--- config.mk ---
export PLATFORM = sky130hd
export DESIGN_NAME = eth_udp_tx_builder
export DESIGN_NICKNAME = d
export VERILOG_FILES = /design/src/rtl/eth_pkg.sv /design/src/rtl/ipv4_csum.sv /design/src/rtl/eth_udp_tx_builder.sv
export SDC_FILE = /design/constraint.sdc
export NUM_CORES = 1
export LEC_CHECK = 0
export BUFFER_PORTS_ARGS = -buffer_cell sky130_fd_sc_hd__clkbuf_2
export CORE_AREA = 3 3 118 109
export CTS_CLUSTER_SIZE = 24
export DETAILED_ROUTE_END_ITERATION = 8
export DIE_AREA = 0 0 121 112
export HOLD_SLACK_MARGIN = 0.05
export PLACE_DENSITY = 0.9
export SYNTH_ARGS = -nofsm -noshare
export SYNTH_HDL_FRONTEND = slang
export SYNTH_SLANG_ARGS = --single-unit
--- constraint.sdc ---
create_clock -name clkIn -period 11.8 [get_ports clkIn]
set_input_delay 1.77 -clock clkIn [delete_from_list [all_inputs] [get_ports clkIn]]
set_output_delay 1.77 -clock clkIn [all_outputs]
set_load 0.1 [all_outputs]
--- src/rtl/eth_pkg.sv ---
// Shared Ethernet/IPv4/UDP definitions for the parser and the tx frame builder.
package eth_pkg;

  localparam int unsigned ETH_HDR_LEN   = 14;
  localparam int unsigned IP_HDR_LEN    = 20;
  localparam int unsigned UDP_HDR_LEN   = 8;
  localparam int unsigned HDR_LEN       = ETH_HDR_LEN + IP_HDR_LEN + UDP_HDR_LEN;
  localparam int unsigned MIN_FRAME_LEN = 60;
  localparam int unsigned CSUM_LATENCY  = 3;

  localparam logic [15:0] ETHERTYPE_IPV4 = 16'h0800;
  localparam logic [7:0]  IP_PROTO_UDP   = 8'd17;
  localparam logic [15:0] IPV4_VER_IHL   = 16'h4500;
  localparam logic [15:0] IPV4_FLAGS_DF  = 16'h4000;

  typedef enum logic [2:0] {
    ST_IDLE,
    ST_CSUM,
    ST_HDR,
    ST_PAY,
    ST_PAD,
    ST_IFG
  } tx_state_t;

endpackage

--- src/rtl/ipv4_csum.sv ---
// IPv4 header checksum: 10-word one's-complement sum, two carry folds, invert.
// Fixed 3-cycle latency from inputs to csum.
module ipv4_csum
  import eth_pkg::*;
#(
  parameter logic [31:0] SRC_IP = 32'hC0A8_010A,
  parameter logic [31:0] DST_IP = 32'hE936_0C6F,
  parameter logic [7:0]  IP_TTL = 8'd64
) (
  input  logic        clk,
  input  logic        rst,
  input  logic [15:0] total_len,
  input  logic [15:0] ident,
  output logic [15:0] csum
);

  logic [19:0] sum_c;
  logic [19:0] sum_q;
  logic [16:0] fold_q;

  // Sum of all ten header words with the checksum field taken as zero.
  always_comb begin
    sum_c = 20'(IPV4_VER_IHL) + 20'(total_len) + 20'(ident) + 20'(IPV4_FLAGS_DF)
          + 20'({IP_TTL, IP_PROTO_UDP})
          + 20'(SRC_IP[31:16]) + 20'(SRC_IP[15:0])
          + 20'(DST_IP[31:16]) + 20'(DST_IP[15:0]);
  end

  // Stage 1 registers the raw sum, stage 2 folds once, stage 3 folds again and inverts.
  always_ff @(posedge clk) begin
    if (rst) begin
      sum_q  <= '0;
      fold_q <= '0;
      csum   <= '0;
    end else begin
      sum_q  <= sum_c;
      fold_q <= 17'(sum_q[15:0]) + 17'(sum_q[19:16]);
      csum   <= ~(fold_q[15:0] + 16'(fold_q[16]));
    end
  end

endmodule

--- src/rtl/eth_udp_tx_builder.sv ---
// Builds Ethernet/IPv4/UDP frames (no preamble/SFD/FCS), one byte per cycle,
// ahead of the RGMII transmitter. All tx outputs are registered.
module eth_udp_tx_builder
  import eth_pkg::*;
#(
  parameter logic [47:0] SRC_MAC     = 48'h02_00_00_00_00_01,
  parameter logic [47:0] DST_MAC     = 48'h01_00_5E_36_0C_6F,
  parameter logic [31:0] SRC_IP      = 32'hC0A8_010A,
  parameter logic [31:0] DST_IP      = 32'hE936_0C6F,
  parameter logic [15:0] SRC_PORT    = 16'd26400,
  parameter logic [15:0] DST_PORT    = 16'd26477,
  parameter logic [7:0]  IP_TTL      = 8'd64,
  parameter int unsigned MAX_PAYLOAD = 1472,
  parameter int unsigned IFG_CYCLES  = 12
) (
  input  logic        clkIn,
  input  logic        rstIn,
  input  logic        startIn,
  input  logic [10:0] payloadLenIn,
  output logic        busyOut,
  input  logic [7:0]  payloadDataIn,
  input  logic        payloadValidIn,
  output logic        payloadReadyOut,
  output logic [7:0]  txDataOut,
  output logic        txDataValidOut,
  output logic        txErrOut,
  output logic        frameDoneOut,
  output logic        startErrOut
);

  tx_state_t   state, state_n;
  logic [10:0] cnt, cnt_n;
  logic [10:0] len_q, len_n;
  logic [15:0] frame_id, frame_id_n;
  logic [15:0] id_cnt, id_cnt_n;
  logic [7:0]  tx_data_n;
  logic        tx_valid_n, tx_err_n, done_n, start_err_n;

  logic [15:0] total_len, udp_len, ip_csum;
  logic [7:0]  hdr_byte;
  logic        needs_pad;

  assign total_len       = 16'(IP_HDR_LEN + UDP_HDR_LEN) + 16'(len_q);
  assign udp_len         = 16'(UDP_HDR_LEN) + 16'(len_q);
  assign needs_pad       = (11'(HDR_LEN) + len_q) < 11'(MIN_FRAME_LEN);
  assign busyOut         = (state != ST_IDLE);
  assign payloadReadyOut = (state == ST_PAY);

  ipv4_csum #(
    .SRC_IP (SRC_IP),
    .DST_IP (DST_IP),
    .IP_TTL (IP_TTL)
  ) u_csum (
    .clk       (clkIn),
    .rst       (rstIn),
    .total_len (total_len),
    .ident     (frame_id),
    .csum      (ip_csum)
  );

  // Header byte for the current frame offset (all fields big-endian).
  always_comb begin
    hdr_byte = '0;
    case (cnt[5:0])
      6'd0:  hdr_byte = DST_MAC[47:40];
      6'd1:  hdr_byte = DST_MAC[39:32];
      6'd2:  hdr_byte = DST_MAC[31:24];
      6'd3:  hdr_byte = DST_MAC[23:16];
      6'd4:  hdr_byte = DST_MAC[15:8];
      6'd5:  hdr_byte = DST_MAC[7:0];
      6'd6:  hdr_byte = SRC_MAC[47:40];
      6'd7:  hdr_byte = SRC_MAC[39:32];
      6'd8:  hdr_byte = SRC_MAC[31:24];
      6'd9:  hdr_byte = SRC_MAC[23:16];
      6'd10: hdr_byte = SRC_MAC[15:8];
      6'd11: hdr_byte = SRC_MAC[7:0];
      6'd12: hdr_byte = ETHERTYPE_IPV4[15:8];
      6'd13: hdr_byte = ETHERTYPE_IPV4[7:0];
      6'd14: hdr_byte = IPV4_VER_IHL[15:8];
      6'd15: hdr_byte = IPV4_VER_IHL[7:0];
      6'd16: hdr_byte = total_len[15:8];
      6'd17: hdr_byte = total_len[7:0];
      6'd18: hdr_byte = frame_id[15:8];
      6'd19: hdr_byte = frame_id[7:0];
      6'd20: hdr_byte = IPV4_FLAGS_DF[15:8];
      6'd21: hdr_byte = IPV4_FLAGS_DF[7:0];
      6'd22: hdr_byte = IP_TTL;
      6'd23: hdr_byte = IP_PROTO_UDP;
      6'd24: hdr_byte = ip_csum[15:8];
      6'd25: hdr_byte = ip_csum[7:0];
      6'd26: hdr_byte = SRC_IP[31:24];
      6'd27: hdr_byte = SRC_IP[23:16];
      6'd28: hdr_byte = SRC_IP[15:8];
      6'd29: hdr_byte = SRC_IP[7:0];
      6'd30: hdr_byte = DST_IP[31:24];
      6'd31: hdr_byte = DST_IP[23:16];
      6'd32: hdr_byte = DST_IP[15:8];
      6'd33: hdr_byte = DST_IP[7:0];
      6'd34: hdr_byte = SRC_PORT[15:8];
      6'd35: hdr_byte = SRC_PORT[7:0];
      6'd36: hdr_byte = DST_PORT[15:8];
      6'd37: hdr_byte = DST_PORT[7:0];
      6'd38: hdr_byte = udp_len[15:8];
      6'd39: hdr_byte = udp_len[7:0];
      default: hdr_byte = '0;
    endcase
  end

  // Next-state and next-output logic; cnt is the CSUM wait counter, then the
  // frame byte offset, then the IFG counter.
  always_comb begin
    state_n     = state;
    cnt_n       = cnt;
    len_n       = len_q;
    frame_id_n  = frame_id;
    id_cnt_n    = id_cnt;
    tx_data_n   = '0;
    tx_valid_n  = 1'b0;
    tx_err_n    = 1'b0;
    done_n      = 1'b0;
    start_err_n = 1'b0;
    case (state)
      ST_IDLE: begin
        if (startIn) begin
          if (payloadLenIn == '0 || payloadLenIn > 11'(MAX_PAYLOAD)) begin
            start_err_n = 1'b1;
          end else begin
            len_n      = payloadLenIn;
            frame_id_n = id_cnt;
            cnt_n      = '0;
            state_n    = ST_CSUM;
          end
        end
      end
      ST_CSUM: begin
        if (cnt == 11'(CSUM_LATENCY - 1)) begin
          cnt_n    = '0;
          id_cnt_n = id_cnt + 16'd1;
          state_n  = ST_HDR;
        end else begin
          cnt_n = cnt + 11'd1;
        end
      end
      ST_HDR: begin
        tx_data_n  = hdr_byte;
        tx_valid_n = 1'b1;
        cnt_n      = cnt + 11'd1;
        if (cnt == 11'(HDR_LEN - 1)) state_n = ST_PAY;
      end
      ST_PAY: begin
        if (payloadValidIn) begin
          tx_data_n  = payloadDataIn;
          tx_valid_n = 1'b1;
          cnt_n      = cnt + 11'd1;
          if (cnt == 11'(HDR_LEN - 1) + len_q) begin
            if (needs_pad) begin
              state_n = ST_PAD;
            end else begin
              done_n  = 1'b1;
              cnt_n   = '0;
              state_n = ST_IFG;
            end
          end
        end else begin
          tx_err_n = 1'b1;
          cnt_n    = '0;
          state_n  = ST_IFG;
        end
      end
      ST_PAD: begin
        tx_valid_n = 1'b1;
        cnt_n      = cnt + 11'd1;
        if (cnt == 11'(MIN_FRAME_LEN - 1)) begin
          done_n  = 1'b1;
          cnt_n   = '0;
          state_n = ST_IFG;
        end
      end
      ST_IFG: begin
        // The first IFG cycle carries the registered last byte, so the count
        // runs one past IFG_CYCLES to give IFG_CYCLES fully idle cycles.
        if (cnt == 11'(IFG_CYCLES)) state_n = ST_IDLE;
        else cnt_n = cnt + 11'd1;
      end
      default: state_n = ST_IDLE;
    endcase
  end

  // State, counters and registered tx outputs.
  always_ff @(posedge clkIn) begin
    if (rstIn) begin
      state          <= ST_IDLE;
      cnt            <= '0;
      len_q          <= '0;
      frame_id       <= '0;
      id_cnt         <= '0;
      txDataOut      <= '0;
      txDataValidOut <= 1'b0;
      txErrOut       <= 1'b0;
      frameDoneOut   <= 1'b0;
      startErrOut    <= 1'b0;
    end else begin
      state          <= state_n;
      cnt            <= cnt_n;
      len_q          <= len_n;
      frame_id       <= frame_id_n;
      id_cnt         <= id_cnt_n;
      txDataOut      <= tx_data_n;
      txDataValidOut <= tx_valid_n;
      txErrOut       <= tx_err_n;
      frameDoneOut   <= done_n;
      startErrOut    <= start_err_n;
    end
  end

endmodule

==> results.md, run 1 <==
* Leak Pwr at about 3.3 nW
* Top-area cell type share of the netlist area at roughly 32%
* Final WL at around 20000 µm
* Number of placement rows at 38
* Initial antenna violation count at 0
* Top flip-flop cell by instance count after synthesis: dfxtp_1
* Critical path launch point type: flop
* Avg Cell Area, Syn at just over 8 µm²
* Layout cells sized above 1 at about a tenth
* Placed cell areas at approximately 7600 µm²
* Core Region at ~12000 µm²
* Fin nets at 998
* GR Overflow Total at 0
* Worst-path clk slew at around 60 ps
* Clock skew at between 10 and 15 ps
* Hold Vio Cnt, Final at 0
* Max VDD drop at 0.000147 V
* Synth Area in Simple Gates at between 20% and 30%
* Die Wd at 121 µm
* Root Driver: clkbuf_16
* Port-buffer cells at 36
* N_diodes at 0
* Worst-Margin Slew at between 900 and 1000 ps
* #FFs+latches synth at 120
* Setup bufs post-CTS at 0
* Largest family of logic cells by synthesized area: simple AND/OR/NAND/NOR gates
* Avg WL per Cell at roughly 18 µm
* Area fraction in compound gates after synthesis at approximately 18%
* Gr usage total at roughly 29%
* Synth area leader: dfxtp_1
* Initial core utilization at ~63%
* RSZ-0062 raised after global routing: no
* First-pass GRT wire length at about 32000 µm
* Vias per cell at between 6 and 7
* Asr flop ratio synth at 0%
* CP max FO at 14
* First-pass DRT Iterations at 8
* Synth warn at 0
* Crit-path slowest cell: dfxtp_1
* Max-cap violations at 0
* Post-DRT Antenna Nets at 0
* Crit path kind: reg -> reg
* CTS tree: done
* CTS buffer count at 17
* Synth cell types at 75
* Io pins at 37
* Vias in the first global route at between 6000 and 7000
* Place WS at 7570 ps
* WP buf/inv at 2
* Drc violations at 0
* Gp weighted congestion at 1.00
* CP Cell Sequence: inv_1 > ha_1 > and2_1 > nor2_1 > xor2_1 > ha_1 > xnor2_1 > ha_1 > inv_1 > ha_1 > and3_1 > a21oi_1 > o21ai_0 > o41ai_1 > o21ai_0 > xnor2_1 > nor2_1
* CP arrival at around 4600 ps
* Outcome: finished, final reports clean
* Number of synthesized flops with an enable pin at 0
* Largest net degree at the start of global routing at 58
* Syn_nets at 992
* Largest cells by area after synthesis: dfxtp_1, ha_1, nor2_1, xor2_1, xnor2_1
* Mux contribution to synthesized area at about 4%
* Final setup fails at 0
* Worst hold path type: reg -> reg
* DR iter-0 viols at 743
* Sequential cell area fraction in the yosys report at 32.3%
* Crit share post-route at 36.4%
* Hold-fix buffers, CTS at 0
* Timing-limited maximum frequency at 233 MHz
* Setup Total Neg Slack at 0 ps
* Filler cells at 885
* P&R area growth vs syn at 10.1%
* DR vias at slightly below 7000
* Fin. max-slew vios at 0
* Die Height at roughly 110 µm
* CP endpoint kind: flop
* CTS Sinks at 120
* Post-synthesis instance total at around 920
* CP most frequent cell: ha_1
* CP top delay family: adder cells
* H-tree depth at 4
* Post-CTS Resized at 0
* Critical path's largest stage delay at between 600 and 700 ps
* Worst skew pair latency at 430 ps
* Xor/xnor share of the synthesized area at about 9%
* Die area at 13600 µm²
* Hpwl dp at between 10000 and 15000 µm
* Required time of the worst setup path at about 12000 ps
* Final setup margin at around 7500 ps
* Max_slew headroom at a little over a third
* P per Cell Area at about 150 nW/µm²
* Finished Cell Area at around 8200 µm²
* CTS max path bufs at 2
* Mapped cell area at roughly 7400 µm²
* Synth Area in Adders at a little over 8%
* Period minus WS final at roughly 4300 ps
## cells by family (layout without fill, tap and decap cells)
| family | after synthesis | in the layout |
|---|---|---|
| mux | 30 | 30 |
| simple gates | 350 | 350 |
| buf+inv | 108 | 127 |
| fa+ha+maj | 48 | 48 |
| compound gates | 190 | 190 |
| xor+xnor | 75 | 75 |
| flops | 120 | 120 |
## metrics by stage
stage                     hold WS [ps]  cells  utilization [%]  total power [mW]
after detailed placement           482   1068             64.3             0.706
final                              492   1100             69.2              1.22
after floorplan                    462    921                -             0.651
after global placement             476   1068             64.3             0.700
after CTS                          495   1100             69.2              1.21
after global routing               525   1100             69.2              1.27
## report_power, final
| group | total (mW) | switching (mW) | internal [mW] |
|---|---|---|---|
| sequential | 0.480 | 0.0451 | 0.435 |
| clock | 0.507 | 0.207 | 0.300 |
| combinational | 0.229 | 0.135 | 0.0948 |
## cells in the final DEF (no fill, tap or decap), types with 20 or more instances in the layout
cell	synthesis	final
nand3_1	37	37
a21oi_1	38	38
o21ai_0	42	42
dfxtp_1	120	120
clkbuf_2	0	35
and3_1	20	20
nand2_1	62	62
nor3_1	23	23
nor2_1	128	128
xor2_1	39	39
xnor2_1	36	36
inv_1	54	54
ha_1	46	46
mux2i_1	29	29
## flip-flops by register name (all words and copies together) (netlist names)
signal and count:
cnt 11, frameDoneOut 1, frame_id 16, id_cnt 16
len_q 11, startErrOut 1, state 3, txDataOut 8
txDataValidOut 1, txErrOut 1, u_csum.csum 16, u_csum.fold_q 17
u_csum.sum_q 18
## cells in the mapped netlist, types with 7 or more instances
cell type	count
dfxtp_1	120
clkbuf_1	38
a22oi_1	14
o22ai_1	7
nand3_1	37
xor2_1	39
a31oi_1	9
and4_1	7
nor2b_1	14
and3_1	20
nor3_1	23
inv_1	54
xnor2_1	36
ha_1	46
o21a_1	9
a21oi_1	38
a211oi_1	11
nand4_1	12
nor2_1	128
a21o_1	7
and2_1	7
o21ai_0	42
nand2_1	62
or3_1	13
mux2i_1	29
## tightest hold or removal path, cell delays in order (launching register included)
cell     delay (ps)
dfxtp_1         320
xnor2_1          70
nor2_1           70
## worst paths after layout
path	startpoint	to	slack [ps]	cells after the start
worst max register to register	len_q[3]	u_csum.sum_q[15]	7500	17
worst min register to register	u_csum.fold_q[15]	u_csum.csum[15]	490	2
worst min-delay path	u_csum.fold_q[15]	u_csum.csum[15]	490	2
worst max-delay path	len_q[3]	u_csum.sum_q[15]	7500	17
## area by class of cell
cell class,instances,area (µm²),share of cell area [%]
multi-input combinational,693,4590,56.1
sequential,120,2400,29.3
tap,160,200,2.44
clock buffer,18,439,5.36
timing repair buffer,40,213,2.60
clock inverter,14,138,1.68
inverter,55,206,2.52
## layer usage
layer,global-route usage [%],routed length [µm]
met5,0,0
met1,38.6,8600
met3,6.81,1510
met4,12.9,815
met2,45.3,8740
Power figures use the tool's default switching activity.
==> run 2, diff against run 1 <==
--- a/config.mk
+++ b/config.mk
@@ -5,13 +5,14 @@
 export SDC_FILE = /design/constraint.sdc
 export NUM_CORES = 1
 export LEC_CHECK = 0
+export ABC_AREA = 1
 export BUFFER_PORTS_ARGS = -buffer_cell sky130_fd_sc_hd__clkbuf_2
-export CORE_AREA = 3 3 118 109
+export CORE_AREA = 3 3 121 111
 export CTS_CLUSTER_SIZE = 24
 export DETAILED_ROUTE_END_ITERATION = 8
-export DIE_AREA = 0 0 121 112
+export DIE_AREA = 0 0 124 114
 export HOLD_SLACK_MARGIN = 0.05
-export PLACE_DENSITY = 0.9
+export PLACE_DENSITY = 0.88
 export SYNTH_ARGS = -nofsm -noshare
 export SYNTH_HDL_FRONTEND = slang
 export SYNTH_SLANG_ARGS = --single-unit
==> constraint.sdc (replaced) <==
create_clock -name clkIn -period 4.3 [get_ports clkIn]
set_input_delay 0.645 -clock clkIn [delete_from_list [all_inputs] [get_ports clkIn]]
set_output_delay 0.645 -clock clkIn [all_outputs]
set_load 0.1 [all_outputs]
==> run 2 against run 1 <==
Total power grew to 3.9 times the previous value. Fmax grew 16%. Worst setup slack got worse by 6900 ps. Combinational power increased to 8.1 times the previous value. Worst hold slack got worse by 94 ps. Wire length rose by 6.3%. Critical path type unchanged. Count of clock-buffer cells in the layout stayed put.
==> results.md, run 2 <==
* Outcome: finished, final reports clean
* Top flip-flop cell by instance count after synthesis: dfxtp_1
* H-tree depth at 4
* Place WS at 704 ps
* Syn_nets at 1222
* Post-synthesis instance total at ~1200
* Fin nets at 1252
* Post-CTS Resized at 0
* CP max FO at 7
* Max-cap violations at 0
* P per Cell Area at around 560 nW/µm²
* Crit-path slowest cell: dfxtp_1
* Die Wd at approximately 120 µm
* Leak Pwr at roughly 3.8 nW
* Mapped cell area at ~7500 µm²
* Hold Vio Cnt, Final at 0
* Vias in the first global route at 6916
* Sequential cell area fraction in the yosys report at a little under a third
* RSZ-0062 raised after global routing: no
* Critical path's largest stage delay at approximately 480 ps
* Period minus WS final at between 3000 and 4000 ps
* Initial antenna violation count at 1
* CP endpoint kind: flop
* CTS tree: done
* CTS Sinks at between 100 and 150
* Crit path kind: reg -> reg
* Synth area leader: dfxtp_1
* Synth cell types at 48
* Root Driver: clkbuf_16
* First-pass DRT Iterations at 6
* N_diodes at 0
* CTS max path bufs at 2
* Number of placement rows at 38
* WP buf/inv at 2
* Worst hold path type: in -> reg
* Finished Cell Area at roughly 8400 µm²
* Placed cell areas at around 7800 µm²
* Setup Total Neg Slack at 0 ps
* Largest cells by area after synthesis: dfxtp_1, nand2_1, inv_1, a21oi_1, ha_1
* Layout cells sized above 1 at ~7.4%
* Port-buffer cells at 36
* Final WL at 20900 µm
* Clock skew at roughly 7.7 ps
* Critical path launch point type: flop
* CP arrival at around 4000 ps
* Most frequent cells in the layout: nand2_1, inv_1, a21oi_1
* Gp weighted congestion at about 1.0
* Top Registers: u_csum.sum_q x18, u_csum.fold_q x17
* CP top delay family: adder cells
* Asr flop ratio synth at 0%
* DR vias at 7722
* Worst-path clk slew at approximately 60 ps
* Number of synthesized flops with an enable pin at 0
* Worst skew pair latency at approximately 420 ps
* Max VDD drop at 0.000392 V
* Final Power at 4.72 mW
* Final setup fails at 0
* Final core area utilization at 68.8%
* P&R area growth vs syn at 11.0%
* CTS buffer count at 17
* Initial core utilization at a little over 60%
* Most common cell after layout, fill and taps aside: nand2_1
* Required time of the worst setup path at ~4600 ps
* Hold-fix buffers, CTS at 0
* Post-DRT Antenna Nets at 0
* Vias per cell at around 5.7
* DR iter-0 viols at about 930
* Top-area cell type share of the netlist area at 31.8%
* Avg WL per Cell at around 15 µm
* Fin. max-slew vios at 0
* First-pass GRT wire length at 33800 µm
* Gr usage total at ~31%
* Most common cell in the synthesized netlist: nand2_1
* Max FFs per register at 18
* Drc violations at 0
* Max_slew headroom at roughly 17%
* CP most frequent cell: ha_1
* Io pins at 37
* Hpwl dp at approximately 16000 µm
* GR Overflow Total at 0
* Final setup margin at 601 ps
* Die Height at around 110 µm
* Worst-Margin Slew at between 1000 and 1500 ps
* Die area at 14100 µm²
* Crit share post-route at roughly 86%
* Setup bufs post-CTS at 0
* Avg Cell Area, Syn at ~6.6 µm²
* #FFs+latches synth at 120
* CP Cell Sequence: inv_1 > ha_1 > nand2_1 > nand2_1 > nor2_1 > xor2_1 > ha_1 > o21ai_0 > ha_1 > inv_1 > ha_1 > a21o_1 > a21o_1 > a221oi_1 > nand3_1 > nand2_1 > nor2_1
* Core Region at around 12000 µm²
* Most frequent cells after synthesis: nand2_1, inv_1, a21oi_1
* Largest net degree at the start of global routing at between 70 and 80
* Filler cells at around 1100
* Timing-limited maximum frequency at around 270 MHz
* Most flop-heavy register: u_csum.sum_q
* Synth warn at 0
[run 2: per-stage QoR]
stage          hold slack, ps  cells
4_1_cts                   386   1354
3_5_place_dp              461   1322
6_report                  398   1354
5_1_grt                   397   1354
3_3_place_gp              454   1322
2_1_floorplan             407   1151
[run 2: power breakdown]
part	total, mW	internal, mW	switching [mW]	leakage [nW]
clock network	1.35	0.810	0.542	0.272
registers	1.51	1.32	0.187	0.985
logic	1.86	0.600	1.26	2.57
[run 2: layout make-up]
cell class	instances	area (µm²)	area share, %
well taps	160	200	2.39
clock inverters	14	125	1.49
repair buffers	38	195	2.33
flip-flops and latches	120	2400	28.7
inverters	168	632	7.54
multi-input cells	836	4380	52.3
clock buffers	18	439	5.24
[run 2: worst paths after layout]
check,from,endpoint,slack [ps],depth (start not counted)
min reg2reg,u_csum.fold_q[15],u_csum.csum[15],460,1
min,payloadValidIn,txErrOut,400,2
max,len_q[2],u_csum.sum_q[15],600,17
max reg2reg,len_q[2],u_csum.sum_q[15],600,17
[run 2: logic make-up (layout without fill, tap and decap cells)]
logic type               count (synthesis)  count (layout)  synth area share, %
adder cells (fa/ha/maj)                 48              48                 8.16
flip-flops                             120             120                 31.8
AO/OA/AOI/OAI                          232             232                 16.5
XOR/XNOR                                23              23                 2.67
buffers and inverters                  195             238                 10.1
AND/OR/NAND/NOR                        533             533                 30.7
[run 2: worst register-to-register path: stages (launching register included)]
cell and delay (ps):
dfxtp_1 480, inv_1 150, ha_1 250, nand2_1 70, nand2_1 90, nor2_1 140, xor2_1 410, ha_1 270
o21ai_0 110, ha_1 300, inv_1 40, ha_1 360, a21o_1 200, a21o_1 150, a221oi_1 330, nand3_1 110
nand2_1 80, nor2_1 40
[run 2: metal layers]
layer	share of wire (%)	routed length, µm	GRT usage (%)	vias to the layer above
li1	-	-	-	3825
met1	44	9200	42.3	3459
met2	43	8990	45.8	371
met3	8.9	1870	6.40	67
met4	4.0	846	13.9	0
met5	0	0	0	-
